<file path="src/rtl/serial_add_seq_if.sv">
// Request/result and external full-adder signals of the bit-serial adder.
interface serial_add_seq_if #(
   parameter int unsigned WIDTH = 8
);
   logic             start;
   logic [WIDTH-1:0] a;
   logic [WIDTH-1:0] b;
   logic             c_in;

   logic             fa_a;
   logic             fa_b;
   logic             fa_cin;
   logic             fa_sum;
   logic             fa_cout;

   logic             busy;
   logic [WIDTH-1:0] sum;
   logic             c_out;
   logic             done;

   // Requester side: issues operands, observes status and result.
   modport master (
      output start, a, b, c_in,
      input  busy, sum, c_out, done
   );

   // Sequencer side: drives the full adder one bit per cycle.
   modport slave (
      input  start, a, b, c_in, fa_sum, fa_cout,
      output fa_a, fa_b, fa_cin, busy, sum, c_out, done
   );

   // External combinational full adder.
   modport adder (
      input  fa_a, fa_b, fa_cin,
      output fa_sum, fa_cout
   );
endinterface

</file>
<file path="src/rtl/serial_add_seq.sv">
// Bit-serial adder: feeds one operand bit pair per cycle, LSB first, through an
// external full adder and assembles {c_out, sum} = a + b + c_in.
module serial_add_seq #(
   parameter int unsigned WIDTH = 8
) (
   input  logic            clk,
   input  logic            rst,
   serial_add_seq_if.slave bus
);

   localparam int unsigned CW = $clog2(WIDTH) + 1;
   localparam logic [CW-1:0] LAST = CW'(WIDTH - 1);

   typedef enum logic [1:0] {
      IDLE  = 2'd0,
      SHIFT = 2'd1,
      DONE  = 2'd2
   } state_t;

   state_t           state_q;
   logic [WIDTH-1:0] a_sh_q;
   logic [WIDTH-1:0] b_sh_q;
   logic [WIDTH-1:0] acc_q;
   logic [WIDTH-1:0] sum_q;
   logic             carry_q;
   logic             c_out_q;
   logic             busy_q;
   logic             done_q;
   logic [CW-1:0]    count_q;

   logic             in_shift;
   logic [WIDTH-1:0] acc_d;

   // Full-adder operands come only from registers so start/a/b cannot reach them.
   assign in_shift   = (state_q == SHIFT);
   assign bus.fa_a   = in_shift & a_sh_q[0];
   assign bus.fa_b   = in_shift & b_sh_q[0];
   assign bus.fa_cin = in_shift & carry_q;

   // New sum bit enters at the MSB; after WIDTH shifts bit 0 has reached the LSB.
   assign acc_d = (acc_q >> 1) | (WIDTH'(bus.fa_sum) << (WIDTH - 1));

   assign bus.busy  = busy_q;
   assign bus.done  = done_q;
   assign bus.sum   = sum_q;
   assign bus.c_out = c_out_q;

   // Sequencer: capture operands, shift WIDTH times, publish result for one cycle.
   always_ff @(posedge clk) begin
      if (rst) begin
         state_q <= IDLE;
         a_sh_q  <= '0;
         b_sh_q  <= '0;
         acc_q   <= '0;
         sum_q   <= '0;
         carry_q <= 1'b0;
         c_out_q <= 1'b0;
         busy_q  <= 1'b0;
         done_q  <= 1'b0;
         count_q <= '0;
      end else begin
         case (state_q)
            IDLE: begin
               if (bus.start) begin
                  a_sh_q  <= bus.a;
                  b_sh_q  <= bus.b;
                  carry_q <= bus.c_in;
                  count_q <= '0;
                  acc_q   <= '0;
                  busy_q  <= 1'b1;
                  state_q <= SHIFT;
               end
            end
            SHIFT: begin
               acc_q   <= acc_d;
               a_sh_q  <= a_sh_q >> 1;
               b_sh_q  <= b_sh_q >> 1;
               carry_q <= bus.fa_cout;
               count_q <= count_q + CW'(1);
               if (count_q == LAST) begin
                  sum_q   <= acc_d;
                  c_out_q <= bus.fa_cout;
                  done_q  <= 1'b1;
                  state_q <= DONE;
               end
            end
            DONE: begin
               done_q  <= 1'b0;
               busy_q  <= 1'b0;
               state_q <= IDLE;
            end
            default: begin
               done_q  <= 1'b0;
               busy_q  <= 1'b0;
               state_q <= IDLE;
            end
         endcase
      end
   end

endmodule
</file>
<file path="src/flat_wrapper.sv">
// flat-port wrapper written by rule: the top's interface ports become plain ports
module serial_add_seq_flat 
#(
   parameter int unsigned WIDTH = 8
)
  (clk, rst, bus_start, bus_a, bus_b, bus_c_in, bus_fa_sum, bus_fa_cout, bus_fa_a, bus_fa_b, bus_fa_cin, bus_busy, bus_sum, bus_c_out, bus_done);
  serial_add_seq_if #(.WIDTH(WIDTH)) bus_i ();
  input  logic clk;
  input  logic rst;
  input wire logic [$bits(bus_i.start)-1:0] bus_start;
  input wire logic [$bits(bus_i.a)-1:0] bus_a;
  input wire logic [$bits(bus_i.b)-1:0] bus_b;
  input wire logic [$bits(bus_i.c_in)-1:0] bus_c_in;
  input wire logic [$bits(bus_i.fa_sum)-1:0] bus_fa_sum;
  input wire logic [$bits(bus_i.fa_cout)-1:0] bus_fa_cout;
  output wire logic [$bits(bus_i.fa_a)-1:0] bus_fa_a;
  output wire logic [$bits(bus_i.fa_b)-1:0] bus_fa_b;
  output wire logic [$bits(bus_i.fa_cin)-1:0] bus_fa_cin;
  output wire logic [$bits(bus_i.busy)-1:0] bus_busy;
  output wire logic [$bits(bus_i.sum)-1:0] bus_sum;
  output wire logic [$bits(bus_i.c_out)-1:0] bus_c_out;
  output wire logic [$bits(bus_i.done)-1:0] bus_done;
  assign bus_i.start = bus_start;
  assign bus_i.a = bus_a;
  assign bus_i.b = bus_b;
  assign bus_i.c_in = bus_c_in;
  assign bus_i.fa_sum = bus_fa_sum;
  assign bus_i.fa_cout = bus_fa_cout;
  assign bus_fa_a = bus_i.fa_a;
  assign bus_fa_b = bus_i.fa_b;
  assign bus_fa_cin = bus_i.fa_cin;
  assign bus_busy = bus_i.busy;
  assign bus_sum = bus_i.sum;
  assign bus_c_out = bus_i.c_out;
  assign bus_done = bus_i.done;
  serial_add_seq #(.WIDTH(WIDTH)) u_core (.clk(clk), .rst(rst), .bus(bus_i));
endmodule
</file>
<file path="config.mk">
export PLATFORM = sky130hd
export DESIGN_NAME = serial_add_seq_flat
export DESIGN_NICKNAME = d
export VERILOG_FILES = /design/src/rtl/serial_add_seq_if.sv /design/src/rtl/serial_add_seq.sv /design/src/flat_wrapper.sv
export SDC_FILE = /design/constraint.sdc
export NUM_CORES = 1
export LEC_CHECK = 0
export ABC_AREA = 0
export CORE_MARGIN = 3
export CORE_UTILIZATION = 30
export DETAILED_ROUTE_END_ITERATION = 6
export GPL_TIMING_DRIVEN = 0
export PLACE_DENSITY = 0.62
export SLEW_MARGIN = 10
export SYNTH_ARGS = -nofsm -noshare
export SYNTH_HDL_FRONTEND = slang
export SYNTH_SLANG_ARGS = --single-unit
</file>
<file path="constraint.sdc">
create_clock -name clk -period 1.2 [get_ports clk]
set_input_delay 0.18 -clock clk [delete_from_list [all_inputs] [get_ports clk]]
set_output_delay 0.18 -clock clk [all_outputs]
set_load 0.1 [all_outputs]
</file>
==> reports/summary.md, run 1 <==
* finished, violations left — outcome
* negative setup slack — violated checks
* 843 um2 — footprint of the flip-flops and latches
* nor2_1 — most common cell after layout, fill and taps aside
* 8.11 um2 — syn_area_per_cell
* u_core.state_q[1]$_SDFFE_PP0P_ — Critical R2R Launch
* yes — clock tree from TritonCTS
* 0 — number of antenna violations at the first check in global routing
* -0.23 ns — flop-to-flop setup slack
* 41 — sink count of the clock tree
* 7.16 mm — global-route wire length before repair
* 14.2% — overall fraction of global-route tracks in use
* 42 — number of failing setup endpoints in the final timing report
* u_core.a_sh_q[1]$_SDFFE_PP0P_ — worst reg2reg path endpoint
* 0.00534 mm2 — core region area
* -0.287 ns — minimum setup slack in the final design
* 0 — total of warnings raised by yosys
* 0 — sum of overflow across all layers after global routing
* 0.00172 mm2 — post-synthesis instance area
* 41 — synthesis-stage register bit count
* 100 — initial drt markers
* nor2_1 (28), dfxtp_1 (27), buf_4 (22) — leading cell types in the layout, fill and taps excluded
* 0.30 ns — worst-skew pair later-pin latency
* 2.12 mm — wire length the detailed router placed on met1
* 0.00667 mm2 — die area
* 49.9% — Post-Route Utilization
* 0 — Max-Cap Viols
* 3.23 mW — power consumption
* true — unrepaired setup endpoints after global routing
* 5 — CTS buffer count
* 292 — number of nets in the layout
* 1.02 ns — Crit path required time
* input port to register — worst hold-check path type
* clkbuf_8 — buffer type at the clock tree root
* 81.7 um — die height
* 0.449 ns — Worst Max-Slew Pin Slew
* bus_b[3] — start point of the worst min-delay path
* 13 — largest net degree at the start of global routing
* 3 — worst hold path cell count
* 0.0124 ns — Worst Skew
* 1.49 ns — final critical-path required period
* 4.51 mm — final WL
* 531 — filler cell count in the final layout
* 4 — Initial DRT Pass Iterations
* register to output pin — WS Path Type
* 124% — ratio of final minimum period to clock period
* 1489 — number of global-route vias before repair
* 70.0% — headroom to the max-slew limit
* -5.86 ns — final total negative setup slack
* 0.744 — last weighted congestion value of the routability-driven placer
* 0.726 mV — IR Drop Worst-Case VDD
* 31 — Unique masters post-synth
* 35 — quantity of I/O buffers inserted on ports
* 235 — syn_nets
* register — type of element launching the critical path
* u_core.b_sh_q[3]$_SDFFE_PP0P_ — Worst Hold Endpoint
* 212 — Mapped Cells
* 54.8% — area growth from synthesis to layout
* 2.82 mm — total half-perimeter wirelength after legalization and detailed placement
* dfxtp_1 — dominant register cell in the synthesized netlist
* 35.2% — layout cell share with drive strength beyond 1
* 0 — total DRC errors in the routed layout
* 1.31 ns — arrival time of the worst setup path
* 0 — EDFF count, synth
* 0 — Final Hold Viols
* 0 — Inserted Diodes
* 47.7% — share of the yosys chip area belonging to registers
* 4 — largest driver fanout on the critical path
* 2 — depth of the CTS H-tree
* 2 — Clock Path Buffers
* 0 — ANT nets after route
* 4.84 — average vias per placed instance
* 903 um2 — footprint of the multi-input gates
* 13.3 um — post-detailed-route wirelength per cell
* 26 — placement row count
* 0% — async set-reset flop share out of synthesis
* 0.08 ns — clock transition at the registers of the reported paths
* 36 — number of ports placed on the die boundary
* 0 — final count of pins violating max slew
* met4 — highest routing layer actually used
* 2.08 mm — total length of routed met2 wires
* 1210 mW/mm2 — pwr/cell area
* 32.2% — starting density of the core
* 223 um — Routed met3 length
* 1646 — total via count in the routed design
* 0.672 GHz — maximum frequency from static timing analysis
* 6 — cell depth of the worst flop-to-flop path
* 81.7 um — width of the die
* output pin — kind of end point of the critical path
* 1.05 nW — leakage power total
==> report_power, final <==
group / switching [mW] / internal, mW / total (mW)
sequential: 0.0405 / 1.42 / 1.46
combinational: 0.293 / 0.313 / 0.606
clock: 0.484 / 0.679 / 1.16
total: 0.817 / 2.42 / 3.23
==> cells in the mapped netlist, types with 2 or more instances <==
cell type	number	area (um2)
nand2b_1	11	68.8
o21ai_0	10	50.1
nor2_1	32	120
buf_2	8	40.0
nor4_1	6	37.5
nand2_1	17	63.8
buf_4	2	15.0
nor2b_1	9	56.3
nor3_1	2	10.0
a21oi_1	22	110
a22oi_1	2	15.0
a211oi_1	10	75.1
dfxtp_1	41	821
o21ai_1	8	40.0
clkbuf_1	6	22.5
and2_1	3	18.8
nand3_1	9	45.0
==> flip-flops by register name, indices dropped and copies added, names as in the netlist <==
signal            count
u_core.a_sh_q         8
u_core.b_sh_q         8
u_core.bus.sum        8
u_core.acc_q          7
u_core.count_q        4
u_core.state_q        2
u_core.bus.busy       1
u_core.bus.c_out      1
u_core.bus.done       1
u_core.carry_q        1
==> cell families (layout without fill, tap and decap cells) <==
logic type,after synthesis,count (layout),synth area share [%]
AO/OA/AOI/OAI,56,56,18.9
adder cells (fa/ha/maj),1,1,0.728
flip-flops,41,41,47.7
buffers and inverters,19,77,5.60
AND/OR/NAND/NOR,95,95,27.0
==> metal layers <==
layer	global-route usage, %	up-vias
met5	0	-
li1	-	843
met2	22.6	36
met4	5.48	0
met3	3.51	8
met1	18.5	759
==> worst max-delay path, stage by stage (launching register included) <==
cell	delay, ns
dfxtp_4	0.35
and2b_2	0.23
buf_8	0.13
and2_4	0.14
buf_12	0.16
==> per-stage QoR <==
| stage | instances | setup WS [ns] | instance area (um2) | hold WS (ns) |
|---|---|---|---|---|
| finish | 340 | -0.287 | 2660 | 0.420 |
| global route | 340 | -0.314 | 2660 | 0.423 |
| CTS | 337 | -0.299 | 2550 | 0.423 |
| detailed placement | 317 | -1.01 | 2200 | 0.456 |
| global placement | 317 | -1.02 | 2200 | 0.449 |
| floorplan | 212 | -0.0304 | 1760 | 0.316 |
==> repair_timing <==
item,in CTS,in global routing
setup buffers,11,3
resized for setup,133,27
cloned,2,1
setup endpoints to repair,55,44
hold buffers,0,0
pin swaps,13,3
hold endpoints to repair,0,0
==> cell type report <==
cell class,instances,area share [%]
clock inverter,1,1.13
inverter,1,0.141
multi-input combinational,152,33.9
timing repair buffer,51,20.1
tap,70,3.29
clock buffer,7,3.24
sequential,41,31.7
buffer,17,6.49
==> worst max path at each step <==
stage                                   startpoint                             end  slack, ns  cells after the start
floorplan           u_core.state_q[0]$_SDFFE_PP0P_  u_core.count_q[3]$_SDFFE_PP0P_      -0.03                      5
global placement    u_core.state_q[1]$_SDFFE_PP0P_                        bus_fa_a      -1.02                      4
detailed placement  u_core.state_q[1]$_SDFFE_PP0P_                        bus_fa_a      -1.01                      4
CTS                 u_core.state_q[1]$_SDFFE_PP0P_                        bus_fa_a      -0.30                      4
global route        u_core.state_q[1]$_SDFFE_PP0P_                        bus_fa_a      -0.31                      4
finish              u_core.state_q[1]$_SDFFE_PP0P_                        bus_fa_a      -0.29                      4
(Power assumes the default switching activity.)
==> inputs of run 2 (changes only) <==
--- a/config.mk
+++ b/config.mk
@@ -8,8 +8,8 @@
 export ABC_AREA = 0
 export CORE_MARGIN = 3
-export CORE_UTILIZATION = 30
+export CORE_UTILIZATION = 45
 export DETAILED_ROUTE_END_ITERATION = 6
 export GPL_TIMING_DRIVEN = 0
-export PLACE_DENSITY = 0.62
+export PLACE_DENSITY = 0.83
 export SLEW_MARGIN = 10
 export SYNTH_ARGS = -nofsm -noshare
==> constraint.sdc (replaced) <==
create_clock -name clk -period 1.2 [get_ports clk]
set_input_delay 0.18 -clock clk [delete_from_list [all_inputs] [get_ports clk]]
set_output_delay 0.18 -clock clk [all_outputs]
set_load 0.01 [all_outputs]
==> run 2 against run 1 <==
The run still ends with negative setup slack left. Clock-buffer cell count decreased by 1. Flip-flop and latch count stayed put. Hold slack got worse by 0.013 ns. Non-clock buffer count rose by 7. Global-route usage rose by 8.9 points. Sequential power barely moved. Clock power barely moved. Cell count fell by 5.0%. Final area grew 5.5%. Via count up 14%. Register-to-register slack lost 0.03 ns. Largest cell class unchanged.
==> reports/summary.md, run 2 (synthesis results as in run 1) <==
* 0.00797 ns — Worst Skew, was 0.0124 ns
* 35 — quantity of I/O buffers inserted on ports, unchanged
* 0.00349 mm2 — core region area, was 0.00534 mm2
* clkbuf_8 — buffer type at the clock tree root, unchanged
* 7 — largest driver fanout on the critical path, was 4
* register — type of element launching the critical path, unchanged
* u_core.count_q[3]$_SDFFE_PP0P_ — worst reg2reg path endpoint, was u_core.a_sh_q[1]$_SDFFE_PP0P_
* 1.30 ns — arrival time of the worst setup path, was 1.31 ns
* 67.8 um — die height, was 81.7 um
* 1871 — total via count in the routed design, was 1646
* 0.674 GHz — maximum frequency from static timing analysis, was 0.672 GHz
* 7.71 mm — global-route wire length before repair, was 7.16 mm
* 299 — number of nets in the layout, was 292
* 0 — Final Hold Viols, unchanged
* u_core.bus.busy$_SDFFE_PP0P_ — Worst Hold Endpoint, was u_core.b_sh_q[3]$_SDFFE_PP0P_
* 5.79 — average vias per placed instance, was 4.84
* 23.1% — overall fraction of global-route tracks in use, was 14.2%
* 0.407 ns — Worst Hold Slack, was 0.420 ns
* 2.76 mm — total half-perimeter wirelength after legalization and detailed placement, was 2.82 mm
* 0.00281 mm2 — summed area of non-filler cells in the final layout, was 0.00266 mm2
* 0 — sum of overflow across all layers after global routing, unchanged
* 21 — placement row count, was 26
* register to output pin — WS Path Type, unchanged
* 0.30 ns — worst-skew pair later-pin latency, about the same
* 1.02 ns — Crit path required time, about the same
* negative setup slack — violated checks, unchanged
* 49.2% — starting density of the core, was 32.2%
* 0.00214 mm2 — Cell Area, Placed, was 0.00220 mm2
* 0.08 ns — clock transition at the registers of the reported paths, about the same
* 0 — number of antenna violations at the first check in global routing, unchanged
* bus_start — start point of the worst min-delay path, was bus_b[3]
* 2 — Clock Path Buffers, unchanged
* 6.17 mm — final WL, was 4.51 mm
* 833 um2 — footprint of the flip-flops and latches, was 843 um2
* 1180 mW/mm2 — pwr/cell area, was 1210 mW/mm2
* 124% — ratio of final minimum period to clock period, about the same
* 1.48 ns — final critical-path required period, was 1.49 ns
* 0.00103 mm2 — footprint of the multi-input gates, was 903 um2
* 3 — worst hold path cell count, unchanged
* 36 — number of ports placed on the die boundary, unchanged
* 78.8% — headroom to the max-slew limit, was 70.0%
* u_core.state_q[1]$_SDFFE_PP0P_ — Critical R2R Launch, unchanged
* finished, violations left — outcome, unchanged
* 0 — Max-Cap Viols, unchanged
* 1688 — number of global-route vias before repair, was 1489
* 0 — number of hold-repair buffers added at the cts stage, unchanged
* 217 — filler cell count in the final layout, was 531
* 38.3% — layout cell share with drive strength beyond 1, was 35.2%
* output pin — kind of end point of the critical path, unchanged
* 0 — ANT nets after route, unchanged
* 6 — cell depth of the worst flop-to-flop path, unchanged
* 43 — number of failing setup endpoints in the final timing report, was 42
* 0 — final count of pins violating max slew, unchanged
* 5 — CTS buffer count, unchanged
* true — unrepaired setup endpoints after global routing, unchanged
* 41 — sink count of the clock tree, unchanged
* 0.789 — last weighted congestion value of the routability-driven placer, was 0.744
* 67.8 um — width of the die, was 81.7 um
* 4 — Initial DRT Pass Iterations, unchanged
* -0.285 ns — minimum setup slack in the final design, was -0.287 ns
* 0.00460 mm2 — die area, was 0.00667 mm2
* yes — clock tree from TritonCTS, unchanged
* -0.26 ns — flop-to-flop setup slack, was -0.23 ns
* dfxtp_1 (37), nor2_1 (28), buf_6 (20), clkdlybuf4s50_1 (20), nand2_1 (15) — leading cell types in the layout, fill and taps excluded, was nor2_1 (28), dfxtp_1 (27), buf_4 (22)
* 19.1 um — post-detailed-route wirelength per cell, was 13.3 um
* 2 — depth of the CTS H-tree, unchanged
* 0.943 mV — IR Drop Worst-Case VDD, was 0.726 mV
* dfxtp_1 — most common cell after layout, fill and taps aside, was nor2_1
* 63.2% — area growth from synthesis to layout, was 54.8%
* input port to register — worst hold-check path type, unchanged
* 14 — largest net degree at the start of global routing, was 13
* 151 — initial drt markers, was 100
* 1.14 nW — leakage power total, was 1.05 nW
* -7.10 ns — final total negative setup slack, was -5.86 ns
* 0 — total DRC errors in the routed layout, unchanged
* 0 — Inserted Diodes, unchanged
* 0.317 ns — Worst Max-Slew Pin Slew, was 0.449 ns
-- run 2: metrics by stage --
| step | cells | setup slack, ns | total power, mW | util (%) |
|---|---|---|---|---|
| after CTS | 314 | -0.235 | 3.12 | 72.1 |
| after detailed placement | 293 | -0.588 | 1.87 | 61.1 |
| after global routing | 323 | -0.309 | 3.40 | 80.3 |
| after global placement | 293 | -0.585 | 1.86 | 61.1 |
| after floorplan | 212 | -0.0305 | 1.71 | - |
| final | 323 | -0.285 | 3.30 | 80.3 |
-- run 2: per-layer routing --
metal,vias to the layer above,wire [um],global-route usage [%]
li1,852,-,-
met3,37,330,4.93
met4,0,363,11.4
met2,95,3160,42.3
met5,-,0,0
met1,887,2310,24.9
-- run 2: what timing repair did --
item / CTS / global route
buffers inserted: 10 / 7
cloned: 4 / 2
gates resized for setup: 81 / 61
endpoints found under the hold margin: 0 / 0
endpoints found under the setup margin: 55 / 44
pin swaps: 19 / 11
-- run 2: how the worst max path moves through the flow --
stage	start	to	slack, ns	depth (start not counted)
after floorplan	u_core.state_q[0]$_SDFFE_PP0P_	u_core.count_q[3]$_SDFFE_PP0P_	-0.03	5
after global placement	rst	u_core.a_sh_q[2]$_SDFFE_PP0P_	-0.58	4
after detailed placement	rst	u_core.a_sh_q[3]$_SDFFE_PP0P_	-0.59	4
after CTS	u_core.state_q[1]$_SDFFE_PP0P_	bus_fa_b	-0.24	4
after global routing	u_core.state_q[0]$_SDFFE_PP0P_	bus_fa_cin	-0.31	4
final	u_core.state_q[0]$_SDFFE_PP0P_	bus_fa_cin	-0.28	4
-- run 2: where the power goes --
part | switching [mW] | internal [mW] | total [mW] | leakage, nW
clock network | 0.490 | 0.676 | 1.17 | 0.0574
logic | 0.314 | 0.343 | 0.657 | 0.744
registers | 0.0564 | 1.42 | 1.48 | 0.338
-- run 2: area by class of cell --
type / count / share of cell area (%)
timing repair buffer: 57 / 20.7
clock inverter: 2 / 1.34
sequential: 41 / 29.7
inverter: 1 / 0.134
clock buffer: 6 / 2.94
buffer: 18 / 6.46
tap: 46 / 2.05
multi-input combinational: 152 / 36.7
-- run 2: worst max-delay path, stage by stage (launching register included) --
cell,delay (ns)
dfxtp_4,0.39
and2b_2,0.23
buf_8,0.13
and2_4,0.13
buf_6,0.11
